## config.mk

```make
export PLATFORM = sky130hd
export DESIGN_NAME = neo_spike_detector
export DESIGN_NICKNAME = d
export VERILOG_FILES = /design/src/rtl/neo_pkg.sv /design/src/rtl/neo_ema_threshold.sv /design/src/rtl/neo_spike_detector.sv
export SDC_FILE = /design/constraint.sdc
export NUM_CORES = 1
export LEC_CHECK = 0
export BUFFER_PORTS_ARGS = -buffer_cell sky130_fd_sc_hd__buf_2
export CELL_PAD_IN_SITES_DETAIL_PLACEMENT = 1
export CELL_PAD_IN_SITES_GLOBAL_PLACEMENT = 2
export CORE_ASPECT_RATIO = 0.6
export CORE_MARGIN = 2
export CORE_UTILIZATION = 35
export CTS_BUF_LIST = sky130_fd_sc_hd__clkbuf_8
export DETAILED_ROUTE_END_ITERATION = 10
export GPL_TIMING_DRIVEN = 0
export HOLD_SLACK_MARGIN = 0.1
export MAX_ROUTING_LAYER = met4
export PLACE_DENSITY_LB_ADDON = 0.1
export SYNTH_ARGS = -nofsm -noshare
export SYNTH_HDL_FRONTEND = slang
export SYNTH_SLANG_ARGS = --single-unit
export TNS_END_PERCENT = 1
```

## constraint.sdc

```tcl
create_clock -name Clk -period 2.8 [get_ports Clk]
set_input_delay 0.28 -clock Clk [delete_from_list [all_inputs] [get_ports Clk]]
set_output_delay 0.28 -clock Clk [all_outputs]
set_load 0.005 [all_outputs]
```

## src/rtl/neo_pkg.sv

```systemverilog
// Shared types and default configuration for the NEO spike detector slice.
package neo_pkg;

  localparam int unsigned NEO_M_DEF        = 16;
  localparam int unsigned NEO_TW_DEF       = 16;
  localparam int unsigned NEO_REFRACT_DEF  = 8;
  localparam int unsigned NEO_WIN_LOG2_DEF = 4;
  localparam int unsigned NEO_K_SHIFT_DEF  = 3;

  typedef enum logic [1:0] {
    ARMED,
    ABOVE,
    EMIT,
    REFRACT
  } det_state_t;

endpackage

```

## src/rtl/neo_ema_threshold.sv

```systemverilog
// Adaptive threshold: EMA of accepted energy, threshold = EMA << K_SHIFT
// saturated to all-ones, plus a warm-up counter gating detection.
module neo_ema_threshold
  import neo_pkg::*;
#(
  parameter int unsigned M        = NEO_M_DEF,
  parameter int unsigned WIN_LOG2 = NEO_WIN_LOG2_DEF,
  parameter int unsigned K_SHIFT  = NEO_K_SHIFT_DEF
) (
  input  logic         clk_i,
  input  logic         reset_i,
  input  logic         accept_i,
  input  logic [M-1:0] energy_i,
  output logic [M-1:0] thr_o,
  output logic         warm_o
);

  localparam int unsigned WC = WIN_LOG2 + 1;
  localparam int unsigned SW = M + K_SHIFT + 1;
  localparam logic [M-1:0] MAXV = '1;

  logic [M-1:0]        avg_q, avg_d;
  logic [M-1:0]        thr_q, thr_d;
  logic [WC-1:0]       wcnt_q, wcnt_d;
  logic signed [M:0]   diff;
  logic signed [M:0]   step;
  logic [M:0]          sum;
  logic [SW-1:0]       shifted;

  // EMA step in signed M+1 bits, then scaled and saturated threshold
  always_comb begin
    diff    = $signed({1'b0, energy_i}) - $signed({1'b0, avg_q});
    step    = diff >>> WIN_LOG2;
    sum     = {1'b0, avg_q} + $unsigned(step);
    avg_d   = sum[M-1:0];
    shifted = SW'(avg_d) << K_SHIFT;
    thr_d   = (shifted > SW'(MAXV)) ? MAXV : shifted[M-1:0];
    wcnt_d  = wcnt_q[WIN_LOG2] ? wcnt_q : wcnt_q + 1'b1;
  end

  // Average, threshold and warm-up count advance only on accepted samples
  always_ff @(posedge clk_i) begin
    if (reset_i) begin
      avg_q  <= '0;
      thr_q  <= '0;
      wcnt_q <= '0;
    end else if (accept_i) begin
      avg_q  <= avg_d;
      thr_q  <= thr_d;
      wcnt_q <= wcnt_d;
    end
  end

  assign thr_o  = thr_q;
  assign warm_o = wcnt_q[WIN_LOG2];

endmodule

```

## src/rtl/neo_spike_detector.sv

```systemverilog
// NEO spike detector: thresholds the energy stream, groups each
// supra-threshold run into one (peak, index) event, then a refractory gap.
// Define NEO_DET_ADAPTIVE_EN for the EMA-derived threshold; otherwise
// fixed_thresh is used directly.
module neo_spike_detector #(
  parameter int unsigned M        = neo_pkg::NEO_M_DEF,
  parameter int unsigned TW       = neo_pkg::NEO_TW_DEF,
  parameter int unsigned REFRACT  = neo_pkg::NEO_REFRACT_DEF,
  parameter int unsigned WIN_LOG2 = neo_pkg::NEO_WIN_LOG2_DEF,
  parameter int unsigned K_SHIFT  = neo_pkg::NEO_K_SHIFT_DEF
) (
  input  logic          Clk,
  input  logic          reset,
  input  logic          energy_valid,
  input  logic [M-1:0]  energy,
  output logic          energy_ready,
  input  logic [M-1:0]  fixed_thresh,
  output logic          spike_valid,
  input  logic          spike_ready,
  output logic [TW-1:0] spike_time,
  output logic [M-1:0]  spike_peak
);

  // The REFRACT state literal is reached through the package scope because
  // the parameter of the same name shadows it here.
  import neo_pkg::det_state_t;
  import neo_pkg::ARMED;
  import neo_pkg::ABOVE;
  import neo_pkg::EMIT;

  localparam int unsigned CW = (REFRACT < 2) ? 1 : $clog2(REFRACT + 1);

  det_state_t    state_q, state_d;
  logic [M-1:0]  peak_q, peak_d;
  logic [TW-1:0] ptime_q, ptime_d;
  logic [TW-1:0] ts_q;
  logic [CW-1:0] cnt_q, cnt_d;
  logic [M-1:0]  thr;
  logic          warm;
  logic          accept;
  logic          unused_cfg;

  assign energy_ready = !reset && (state_q != EMIT);
  assign accept       = energy_valid && energy_ready;

`ifdef NEO_DET_ADAPTIVE_EN
  neo_ema_threshold #(
    .M        (M),
    .WIN_LOG2 (WIN_LOG2),
    .K_SHIFT  (K_SHIFT)
  ) u_ema (
    .clk_i    (Clk),
    .reset_i  (reset),
    .accept_i (accept),
    .energy_i (energy),
    .thr_o    (thr),
    .warm_o   (warm)
  );

  assign unused_cfg = ^fixed_thresh;
`else
  logic [M-1:0] thr_q;

  // Fixed threshold is re-registered every cycle
  always_ff @(posedge Clk) begin
    thr_q <= fixed_thresh;
  end

  assign thr        = thr_q;
  assign warm       = 1'b1;
  assign unused_cfg = (WIN_LOG2 != 0) ^ (K_SHIFT != 0);
`endif

  // Detection FSM next-state and peak tracking
  always_comb begin
    state_d = state_q;
    peak_d  = peak_q;
    ptime_d = ptime_q;
    cnt_d   = cnt_q;
    unique case (state_q)
      ARMED: begin
        if (accept && warm && (energy > thr)) begin
          state_d = ABOVE;
          peak_d  = energy;
          ptime_d = ts_q;
        end
      end
      ABOVE: begin
        if (accept) begin
          if (energy <= thr) begin
            state_d = EMIT;
          end else if (energy > peak_q) begin
            peak_d  = energy;
            ptime_d = ts_q;
          end
        end
      end
      EMIT: begin
        if (spike_ready) begin
          if (REFRACT == 0) begin
            state_d = ARMED;
          end else begin
            state_d = neo_pkg::REFRACT;
            cnt_d   = CW'(REFRACT);
          end
        end
      end
      neo_pkg::REFRACT: begin
        if (accept) begin
          cnt_d = cnt_q - 1'b1;
          if (cnt_q == CW'(1)) begin
            state_d = ARMED;
          end
        end
      end
      default: state_d = ARMED;
    endcase
  end

  // State, event registers and sample index
  always_ff @(posedge Clk) begin
    if (reset) begin
      state_q <= ARMED;
      peak_q  <= '0;
      ptime_q <= '0;
      cnt_q   <= '0;
      ts_q    <= '0;
    end else begin
      state_q <= state_d;
      peak_q  <= peak_d;
      ptime_q <= ptime_d;
      cnt_q   <= cnt_d;
      if (accept) begin
        ts_q <= ts_q + 1'b1;
      end
    end
  end

  assign spike_valid = (state_q == EMIT);
  assign spike_time  = ptime_q;
  assign spike_peak  = peak_q;

endmodule

```

## Word-level counts from Yosys, hierarchy flattened

Index checks and enable logic that the tools add are counted.

| cells by class | value |
|---|---|
| divide/modulo/power cells | 0 |
| bitwise logic cells | 0 |
| shift-type cells | 0 |
| reductions and logical operators | 10 |
| multiplexer cells | 20 |
| multiply operators | 0 |
| add/sub/neg operators | 2 |
| order comparisons | 3 |
| eq/ne operators | 13 |

Operator list:

| cell | count |
|---|---|
| 2-to-1 mux 16 bit | 8 |
| one-hot mux 16 bit (2 select lines) | 2 |
| > comparator 16 bit | 2 |
| adder 16 x 1 -> 16 bit, second input constant | 1 |
| <= comparator 16 bit | 1 |
| != test 2 bit, second input constant | 8 |
| 2-to-1 mux 2 bit | 6 |
| 2-to-1 mux 4 bit | 2 |
| one-hot mux 2 bit (4 select lines) | 1 |
| one-hot mux 4 bit (2 select lines) | 1 |
| AND reduction 6 bit | 1 |
| AND reduction 5 bit | 1 |
| == test 2 bit, second input constant | 2 |
| == test 4 x 1 -> 1 bit, second input constant | 1 |
| nonzero test 2 bit | 2 |
| subtractor 4 x 1 -> 4 bit, second input constant | 1 |
| logical AND 1 bit | 3 |
| AND reduction 3 bit | 1 |
| == test 2 x 1 -> 1 bit, second input constant | 1 |
| logical NOT 2 bit | 1 |
| != test 2 x 1 -> 1 bit, second input constant | 1 |
| logical NOT 1 bit | 1 |

| word-level totals | value |
|---|---|
| bits in registers | 70 |
| bits of input ports | 36 |
| bits in latches | 0 |
| RAM bits | 0 |
| memories kept | 0 |
| output and inout port bits | 34 |
| memory bits (read-only) | 0 |

## Logic depth before layout (Yosys ltp)

| logic depth | value |
|---|---|
| depth after elaboration | 6 |
| gate-level depth with buffers | 11 |
| depth with buffers taken out | 9 |

## Least setup slack after synthesis

No wires, ideal clock.

| timing path | value |
|---|---|
| path type | flip-flop to flip-flop |
| start | register peak_q[11], in the netlist spike_peak[11] |
| end | register ptime_q[11], in the netlist spike_time[11] |
| stages on the path, launching flop included | 11 |
| path buffers | 1 |
| clock period less this slack | 2.079 ns |
| path slack | 0.721 ns |
| data required time | 2.671 ns |
| arrival time | 1.950 ns |
| path through | dfxtp_1 -> inv_1 -> ha_1 -> a211oi_1 -> o21ai_1 -> or3b_1 -> nand4b_2 -> o2111ai_4 -> buf_8 -> mux2i_1 -> nor2_1 |

| between the ends | value |
|---|---|
| longest elaborated chain between the ends | 3 |

Ends and longest elaborated chain:

| item | RTL line | text |
|---|---|---|
| start, declared | neo_spike_detector.sv:34 | `logic [M-1:0] peak_q, peak_d;` |
| start signal, assigned | neo_spike_detector.sv:130 | `peak_q <= peak_d;` |
| > comparator 16 bit | neo_spike_detector.sv:92 | `end else if (energy > peak_q) begin` |
| != test 2 bit (no line) | n/a |  |
| AND reduction 5 bit (no line) | n/a |  |
| end signal, assigned | neo_spike_detector.sv:131 | `ptime_q <= ptime_d;` |
| end, declared | neo_spike_detector.sv:35 | `logic [TW-1:0] ptime_q, ptime_d;` |

Every way passes these cells.
A chain may end at the register's enable or synchronous reset.

## Worst setup path after layout

| timing path | value |
|---|---|
| start | register peak_q[15], in the netlist spike_peak[15] |
| end | register peak_q[14], in the netlist spike_peak[14] |

| between the ends | value |
|---|---|
| longest elaborated chain between the ends | 3 |

Ends and longest elaborated chain:

| item | RTL line |
|---|---|
| > comparator 16 bit | neo_spike_detector.sv:92 |
| != test 2 bit (no line) | n/a |
| AND reduction 5 bit (no line) | n/a |

Every way passes these cells.

==> reports/qor.txt <==
Result of the run -> finished, final reports clean
Avg WL per Cell -> 14.7 um
H-tree level count -> 3
Slew at the pin closest to its max-slew limit -> 0.618 ns
Type of the most critical hold path -> in -> reg
Worst r2r dst -> spike_peak[14]$_SDFFE_PP0P_
Vias after detailed routing -> 2839
Number of rows in the core area -> 28
DRC Markers -> 0
Post-layout instance count excluding filler cells -> 605
TritonCTS clock tree -> done
Violation count after the first detailed-route iteration -> 96
Crit share post-route -> 86.2%
Post-synthesis register bit count -> 70
Most frequent standard cell in the layout excluding fill and tap cells -> dfxtp_1
Clock-pin transition on the worst setup and hold timing paths -> 0.08 ns
Crit start category -> flop
Net total in the final layout -> 541
Synthesized instance count -> 369
Global placer's final weighted congestion -> 0.830
Drt first pass iters -> 4
Type of the setup path with the least slack -> reg -> reg
Minimum setup slack among reg-to-reg paths -> 0.39 ns
Most common flop cell mapped by yosys -> dfxtp_1
Initial core utilization -> 36.0%
Total congestion overflow after global routing -> 0
Slew Limit Fails -> 0
Die Y-Extent -> 81.9 um
Setup skew after layout -> 0.00496 ns
Worst rel slew slack -> 58.8%
Area of the mapped netlist -> 3540 um2
Commonest cells after routing, fill and taps aside -> dfxtp_1, buf_2, nor2_1
Portion of the post-synthesis area used by sequential elements -> 39.5%
Unrepaired setup endpoints after global routing -> no
Area taken by multi-input logic gates -> 1910 um2
Maximum clock frequency -> 0.414 GHz
Post-synthesis area per instance -> 9.60 um2
Post-Syn Nets -> 445
Leakage power figure -> 2.17 nW
Storage cell area -> 1400 um2
Clock net sink count -> 70
WP data arrival -> 2.65 ns
Count of buffering cells on the critical path with inverters included -> 2
Highest net fanout along the worst path -> 10
Setup violators final -> 0
Max rail drop VDD -> 0.224 mV
Critical path's largest stage delay -> 0.37 ns
Final hold slack -> 0.162 ns
Critical path required time -> 3.03 ns
Worst Reg2Reg Path Length in Cells -> 10
Worst Setup EP -> spike_peak[14]$_SDFFE_PP0P_
Highest-delay cell along the critical path -> dfxtp_1
Cell types with the largest area share after synthesis -> dfxtp_1, ha_1, mux2i_1
Number of I/O port buffers -> 69
Total of max-cap violations -> 0
Pwr dens -> 603 nW/um2
Clock latency of the later-clocked register in the worst-skew pair -> 0.36 ns
Top-level port count -> 70
Total routing resource utilization after global routing -> 18.0%
Core ar. -> 9840 um2
Post-detailed-placement half-perimeter wirelength -> 6680 um
Final setup TNS -> 0 ns
Inserted Clock Buffers -> 9
Critical path's top delay family -> compound AO/OA/AOI/OAI gates
Share of final-layout standard cells stronger than drive strength 1 -> 22.3%
Cell taking the most area after synthesis -> dfxtp_1
Inst Count DP -> 573
Number of vias per cell after detailed routing -> 4.69
Number of global-route vias before repair -> 2852
Reg-to-reg critical path startpoint -> spike_peak[15]$_SDFFE_PP0P_
Die Wd -> 134 um
Number of filler instances in the final layout -> 1167
Synth top area share -> 39.5%
Largest net degree at the start of global routing -> 13
First-pass GRT wire length -> 14600 um
Wire length reported by the detailed router -> 8890 um
Fin. Hold Viols -> 0
PostCTS Resize Cnt -> 0
Total inserted antenna cells -> 0
Synth-to-layout area growth -> 26.0%
Die ar. -> 11000 um2
Number of enable-type register cells in the synthesized netlist -> 0
Asr flop ratio synth -> 0%
Number of distinct library cell variants in the gate-level netlist after synthesis -> 51
Number of antenna violations at the first check in global routing -> 0
Post-layout minimum cycle time -> 2.41 ns
Critical path capture point type -> flop
Bufs on Longest Clock Path -> 2
Total setup buffers inserted after CTS -> 0
Yosys warning total -> 0
Root buffer selected by CTS -> clkbuf_8
DRT antenna net count -> 0
Cell-by-cell listing of the critical path -> inv_1 > ha_1 > nand3_1 > nor3_1 > o21ai_0 > a21oi_1 > o2111ai_4 > buf_8 > mux2i_1 > nor2_1
Logic depth of the worst path, buffers included -> 10
Launching element of the worst setup path -> spike_peak[15]$_SDFFE_PP0P_
[stage by stage]
stage          power (mW)  instance area (um2)  utilization [%]  worst slack, ns
6_report             2.69                 4470             45.4            0.387
5_1_grt              2.85                 4470             45.4            0.205
4_1_cts              2.74                 4470             45.4            0.352
3_5_place_dp         1.67                 4060             41.2            0.337
3_3_place_gp         1.65                 4060             41.2            0.371
2_1_floorplan        1.51                 3540                -            0.721
[state kept, by name, summed over array words and instances, names as in the netlist]
signal / flops
cnt_q: 4
spike_peak: 16
state_q: 2
ts_q: 16
spike_time: 16
thr: 16
[per-layer routing]
layer | track usage, % | share of wire (%) | vias to the layer above | wire [um]
met2 | 25.4 | 40 | 53 | 3570
met4 | 5.11 | 0.55 | 0 | 49
met3 | 5.25 | 4.3 | 5 | 382
li1 | - | - | 1454 | -
met1 | 25.0 | 55 | 1327 | 4890
met5 | - | 0 | - | 0
[logic make-up (layout without fill, tap and decap cells)]
logic type,count (synthesis),after routing,share of synthesized area [%]
fa+ha+maj,40,40,14.1
buf+inv,49,150,6.46
xor+xnor,14,14,3.46
simple gates,118,118,17.6
compound gates,45,45,9.36
flops,70,70,39.5
mux,33,33,9.46
[worst min-delay path by stage]
stage / from / end / slack, ns / cells past startpoint
3_5_place_dp: fixed_thresh[7] / thr[7]$_DFF_P_ / 0.38 / 1
3_3_place_gp: fixed_thresh[6] / thr[6]$_DFF_P_ / 0.38 / 1
4_1_cts: spike_ready / cnt_q[2]$_SDFFE_PP0P_ / 0.13 / 2
6_report: spike_ready / cnt_q[2]$_SDFFE_PP0P_ / 0.16 / 2
2_1_floorplan: fixed_thresh[0] / thr[0]$_DFF_P_ / 0.31 / 0
5_1_grt: spike_ready / cnt_q[2]$_SDFFE_PP0P_ / 0.16 / 2
[synth_stat cells (2+ instances only)]
cell type  count
nand2_1       17
a21oi_1       15
nor2_4         2
a21o_1         2
a2111oi_0      2
o21ai_1        5
o211ai_1       2
xor2_1        10
dfxtp_1       70
inv_1         37
and3_1         5
or3_1          3
nor3_1         4
clkbuf_1       7
nor2b_1        6
and4_1         2
a211oi_1       3
o21ai_0        6
nand4_1        2
mux2i_1       32
nor2_1        55
buf_8          3
ha_1          40
nand3_1        9
xnor2_1        4
[layout make-up]
class | count | share of cell area (%)
Clock buffer | 10 | 3.08
Inverter | 37 | 3.11
Sequential cell | 70 | 31.4
Clock inverter | 6 | 2.47
Timing Repair Buffer | 85 | 11.3
Buffer | 12 | 2.02
Multi-Input combinational cell | 250 | 42.8
Tap cell | 135 | 3.78
[repair_timing]
action                                  4_1_cts  5_1_grt
endpoints found under the setup margin        0        0
endpoints found under the hold margin        16        0
hold buffers                                 16        0
[power by group]
part / switching [mW] / leakage [nW] / internal (mW)
registers: 0.0451 / 0.571 / 1.05
logic: 0.304 / 1.47 / 0.266
clock network: 0.411 / 0.124 / 0.614
total: 0.760 / 2.17 / 1.93
Note: power is estimated with default switching activity, not from simulation.
